**src/rtl/slice_theta_unit.sv**
```systemverilog
// Keccak theta step over a slice-serial state: buffers N_SLICES slices with
// their column parities, then streams out the theta-transformed slices.
module slice_theta_unit #(
    parameter int unsigned N_SLICES = 64,
    parameter int unsigned SLICE_W  = 25
) (
    input  logic               clk,
    input  logic               rst,
    input  logic               start,
    input  logic               inValid,
    input  logic [SLICE_W-1:0] sliceIn,
    output logic               ready,
    output logic               putInput,
    output logic               outReady,
    output logic               outValid,
    output logic [SLICE_W-1:0] sliceOut
);

    localparam int unsigned CNT_W = $clog2(N_SLICES);
    localparam logic [CNT_W-1:0] CNT_LAST = CNT_W'(N_SLICES - 1);

    typedef enum logic [1:0] {
        IDLE,
        LOAD,
        ANNOUNCE,
        EMIT
    } state_t;

    state_t             state;
    state_t             state_nxt;
    logic [CNT_W-1:0]   cnt;
    logic [CNT_W-1:0]   cnt_nxt;
    logic               accept_c;
    logic [4:0]         par_in_c;
    logic [4:0]         par_cur_c;
    logic [4:0]         par_prv_c;
    logic [4:0]         d_c;
    logic [SLICE_W-1:0] rd_slice_c;
    logic [SLICE_W-1:0] theta_c;

    logic [SLICE_W-1:0] buf_mem [N_SLICES];
    logic [4:0]         par_mem [N_SLICES];

    // Next-state and slice counter sequencing
    always_comb begin
        state_nxt = state;
        cnt_nxt   = cnt;
        accept_c  = 1'b0;
        unique case (state)
            IDLE: begin
                if (start) begin
                    state_nxt = LOAD;
                    cnt_nxt   = '0;
                end
            end
            LOAD: begin
                if (inValid) begin
                    accept_c = 1'b1;
                    cnt_nxt  = cnt + CNT_W'(1);
                    if (cnt == CNT_LAST) begin
                        state_nxt = ANNOUNCE;
                    end
                end
            end
            ANNOUNCE: begin
                state_nxt = EMIT;
                cnt_nxt   = '0;
            end
            EMIT: begin
                cnt_nxt = cnt + CNT_W'(1);
                if (cnt == CNT_LAST) begin
                    state_nxt = IDLE;
                end
            end
            default: begin
                state_nxt = IDLE;
                cnt_nxt   = '0;
            end
        endcase
    end

    // Column parity of the incoming slice: XOR over y for each x
    always_comb begin
        par_in_c = '0;
        for (int x = 0; x < 5; x++) begin
            par_in_c[x] = sliceIn[x] ^ sliceIn[5 + x] ^ sliceIn[10 + x]
                        ^ sliceIn[15 + x] ^ sliceIn[20 + x];
        end
    end

    // Theta for the slice that will be presented next cycle (index cnt_nxt)
    always_comb begin
        rd_slice_c = buf_mem[cnt_nxt];
        par_cur_c  = par_mem[cnt_nxt];
        par_prv_c  = par_mem[cnt_nxt - CNT_W'(1)];
        d_c        = '0;
        theta_c    = '0;
        for (int x = 0; x < 5; x++) begin
            d_c[x] = par_cur_c[(x + 4) % 5] ^ par_prv_c[(x + 1) % 5];
        end
        for (int y = 0; y < 5; y++) begin
            for (int x = 0; x < 5; x++) begin
                theta_c[5 * y + x] = rd_slice_c[5 * y + x] ^ d_c[x];
            end
        end
    end

    // Slice and parity storage; fully rewritten by every pass, so no reset
    always_ff @(posedge clk) begin
        if (rst && accept_c) begin
            buf_mem[cnt] <= sliceIn;
            par_mem[cnt] <= par_in_c;
        end
    end

    // State, counter and registered handshake/data outputs
    always_ff @(posedge clk) begin
        if (!rst) begin
            state    <= IDLE;
            cnt      <= '0;
            ready    <= 1'b1;
            putInput <= 1'b0;
            outReady <= 1'b0;
            outValid <= 1'b0;
            sliceOut <= '0;
        end else begin
            state    <= state_nxt;
            cnt      <= cnt_nxt;
            ready    <= (state_nxt == IDLE);
            putInput <= (state_nxt == LOAD);
            outReady <= (state_nxt == ANNOUNCE);
            outValid <= (state_nxt == EMIT);
            sliceOut <= (state_nxt == EMIT) ? theta_c : '0;
        end
    end

endmodule

```
**config.mk**
```make
export PLATFORM = sky130hd
export DESIGN_NAME = slice_theta_unit
export DESIGN_NICKNAME = d
export VERILOG_FILES = /design/src/rtl/slice_theta_unit.sv
export SDC_FILE = /design/constraint.sdc
export NUM_CORES = 2
export LEC_CHECK = 0
export CORE_MARGIN = 4
export CORE_UTILIZATION = 54
export CTS_BUF_LIST = sky130_fd_sc_hd__clkbuf_4 sky130_fd_sc_hd__clkbuf_8 sky130_fd_sc_hd__clkbuf_16
export DETAILED_ROUTE_END_ITERATION = 7
export PLACE_DENSITY = 0.76
export SETUP_SLACK_MARGIN = 0.3
export SLEW_MARGIN = 10
export SYNTH_ARGS = -nofsm -noshare
export SYNTH_HDL_FRONTEND = slang
export SYNTH_SLANG_ARGS = --single-unit
```
**constraint.sdc**
```tcl
create_clock -name clk -period 10.8 [get_ports clk]
set_clock_uncertainty 0.15 [all_clocks]
set_input_delay 2.16 -clock clk [delete_from_list [all_inputs] [get_ports clk]]
set_output_delay 2.16 -clock clk [all_outputs]
set_load 0.01 [all_outputs]
```
==> flow_metrics.env <==
export IMPL_cp_num_cells=13
export IMPL_grt_pass1_vias=49070
export IMPL_drc=2
export IMPL_avgSynthCellArea_sq_um=14.05
export IMPL_status="finished with violations"
export IMPL_worstMarginPinSlew_ps=1184
export IMPL_rsz0062_at_grt="no"
export IMPL_antenna_found_initial=6
export IMPL_worstPathBufferInverterCount=3
export IMPL_layout_cells_non_filler=7670
export IMPL_ys_async_sr_fraction=0
export IMPL_peakVddDrop_mv=0.1316
export IMPL_finalWeightedCongestion=0.8902
export IMPL_critPathCapture="sliceOut[2]"
export IMPL_cp_end_kind="flip-flop"
export IMPL_place_area_sq_um=82150
export IMPL_start_util=0.5442
export IMPL_ys_warnings_count=0
export IMPL_clkTransAtPathRegs_ps=60
export IMPL_htreeDepth=4
export IMPL_fin_tns_setup_ps=0
export IMPL_final_area_sq_um=88130
export IMPL_dieArea_sq_um=153200
export IMPL_io_pins=58
export IMPL_crit_required_ps=11380
export IMPL_final_nets=5638
export IMPL_die_w_microns=391.5
export IMPL_r2r_setup_slack_ps=4730
export IMPL_postCtsHoldBufs=0
export IMPL_timing_final_crit_period_ps=7099
export IMPL_port_buffers=57
export IMPL_fmax_mhz=140.9
export IMPL_first_pass_iters=8
export IMPL_tritoncts="yes"
export IMPL_violations="design-rule violations"
export IMPL_r2r_start="state[0]"
export IMPL_final_util=0.6040
export IMPL_crit_path_max_fanout=179
export IMPL_setup_viol=0
export IMPL_grt_pass1_wl_mm=321.7
export IMPL_r2r_cells=12
export IMPL_wl_per_cell_microns=28.85
export IMPL_final_hold_viol_count=0
export IMPL_yosysSeqAreaShare=0.7355
export IMPL_drive_above_1_share=0.1139
export IMPL_area_growth_pct=10.99
export IMPL_cts_root_buf="clkbuf_16"
export IMPL_worst_path_largest_cell_delay_ps=820
export IMPL_cts_path_max_buffers=3
export IMPL_hpwl_mm=118.9
export IMPL_power_density_nw_per_um2=179.5
export IMPL_critical_path_class="in2reg"
export IMPL_syn_area_sq_um=79400
export IMPL_grt_use_met3=0.07604
export IMPL_clock_sinks=1957
export IMPL_drt_initial_drc_count=7922
export IMPL_synth_edf_count=1920
export IMPL_cellLeakagePower_nw=27.42
export IMPL_critPathSlowestCell="a31oi_1"
export IMPL_grtUsageTotal=0.2839
export IMPL_drtAntennaViolNets=0
export IMPL_synth_ff_type="edfxtp_1"
export IMPL_cts_resized=0
export IMPL_numPlacedInstances=7340
export IMPL_totalWireLength_mm=221.3
export IMPL_ys_types=74
export IMPL_num_vias=51740
export IMPL_rows=140
export IMPL_slew_viol_final=0
export IMPL_crit_family="compound AO/OA/AOI/OAI gates"
export IMPL_cp_start_kind="input port"
export IMPL_via_per_inst=6.746
export IMPL_worstPathArrival_ps=7680
export IMPL_syn_nets=5681
export IMPL_finalPower_mw=15.82
export IMPL_numCtsBuffers=182
export IMPL_worstHoldPathType="reg2reg"
export IMPL_core_area_sq_um=145900
export IMPL_use_met1=0.3833
export IMPL_startpoint="inValid"
export IMPL_relSlewSlack=0.2048
export IMPL_grt_busiest_layer="met2"
export IMPL_cap_violations=0
export IMPL_fin_crit_sh=0.6573
export IMPL_r2r_end="sliceOut[2]"
export IMPL_post_cts_buffers=0
export IMPL_use_met2=0.4325
export IMPL_nFillCells=10350
export IMPL_grt_max_degree=199
export IMPL_die_y_microns=391.5
export IMPL_insertion_delay_ps=830
export IMPL_synthesis_instances=5650
export IMPL_synth_seq_cells=1957
export IMPL_path_cells="clkdlybuf4s50_1 -> mux2i_4 -> a21o_4 -> buf_4 -> buf_12 -> nor2_1 -> nand4_1 -> o21ai_0 -> a31oi_1 -> a311o_1 -> nand4_2 -> xnor2_2 -> mux2i_1"
export IMPL_grt_overflow=0
[power by group]
group | total [mW] | internal [mW] | leakage [nW] | switching [mW]
Combinational | 0.970 | 0.288 | 6.90 | 0.683
Sequential | 8.42 | 8.42 | 17.6 | 0.00386
Clock | 6.42 | 3.70 | 2.97 | 2.72
Total | 15.8 | 12.4 | 27.4 | 3.40
[worst min-delay path: cells and delay by family, from the launching register on]
family / cells / cell delay, ps
and+or+nand+nor: 2 / 240
DFF: 1 / 500
[cell usage after synthesis, types with 57 or more instances]
| cell | n | area share |
|---|---|---|
| buf_2 | 74 | 0.0047 |
| nor2_1 | 86 | 0.0041 |
| nand2_1 | 1106 | 0.052 |
| mux4_2 | 79 | 0.022 |
| a221oi_1 | 71 | 0.0078 |
| o22ai_1 | 73 | 0.0058 |
| edfxtp_1 | 1920 | 0.73 |
| a22o_1 | 98 | 0.011 |
| buf_1 | 57 | 0.0027 |
| clkbuf_1 | 275 | 0.013 |
| a22oi_1 | 486 | 0.046 |
| a21oi_1 | 959 | 0.060 |
[final cells by class]
cell class	count	area, sq um	share of cell area
clock buffer	226	4955	0.05622
clock inverter	100	1007	0.01143
antenna	4	10.01	0.0001136
sequential	1957	58400	0.6626
multi-input combinational	3250	19640	0.2228
inverter	5	51.30	0.0005821
tap	1917	2399	0.02722
timing repair buffer	211	1677	0.01902
[state kept, by name (all words and copies together) (netlist names)]
register and flops:
cnt 6, buf_mem 1600, par_mem 320, outValid 1, sliceOut 25, putInput 1, outReady 1, state 2
ready 1
[how the worst min path moves through the flow]
stage	from	end	slack (ps)	depth (start not counted)
floorplan	cnt[5]	cnt[5]	420	2
global placement	cnt[4]	outReady	620	2
detailed placement	cnt[4]	outReady	610	2
CTS	cnt[4]	outReady	630	2
global route	cnt[4]	outReady	680	2
finish	cnt[4]	outReady	660	2
[through the flow]
step	worst slack [ps]	hold slack [ps]
6_report	3701	661.6
5_1_grt	3525	680.5
4_1_cts	3783	627.6
3_5_place_dp	2895	612.4
3_3_place_gp	3050	620.6
2_1_floorplan	3866	424.5
[placed cells by master, fill, tap and decap left out, drive strengths merged, types with 8 or more instances in the layout]
cell	instances
buf	179
inv	14
clkinv	70
a221o	28
mux2i	37
clkbuf	226
o22ai	73
mux4	79
a211oi	8
a22oi	486
a221oi	71
nor2	88
or2	25
xnor2	31
edfxtp	1920
o21ai	9
a22o	98
nor2b	8
dfxtp	37
nand4	12
a21oi	960
bufinv	19
nand3	53
nand2	1107
clkdlybuf4s50	32
[layer usage]
metal | routed length (microns) | share of wire | vias up
met1 | 78470 | 0.35 | 25490
met5 | 34 | 0.00015 | -
li1 | - | - | 21680
met2 | 101200 | 0.46 | 3916
met4 | 11280 | 0.051 | 6
met3 | 30270 | 0.14 | 655
[logic make-up after synthesis]
| group | synth area share |
|---|---|
| DFF | 0.7355 |
| and+or+nand+nor | 0.06834 |
| muxes | 0.02742 |
| AOI/OAI and AO/OA | 0.1391 |
| buffers and inverters | 0.02472 |
| adders and majority gates | 0.0003151 |
| xor gates and xnor gates | 0.004617 |
Power figures use the tool's default switching activity.
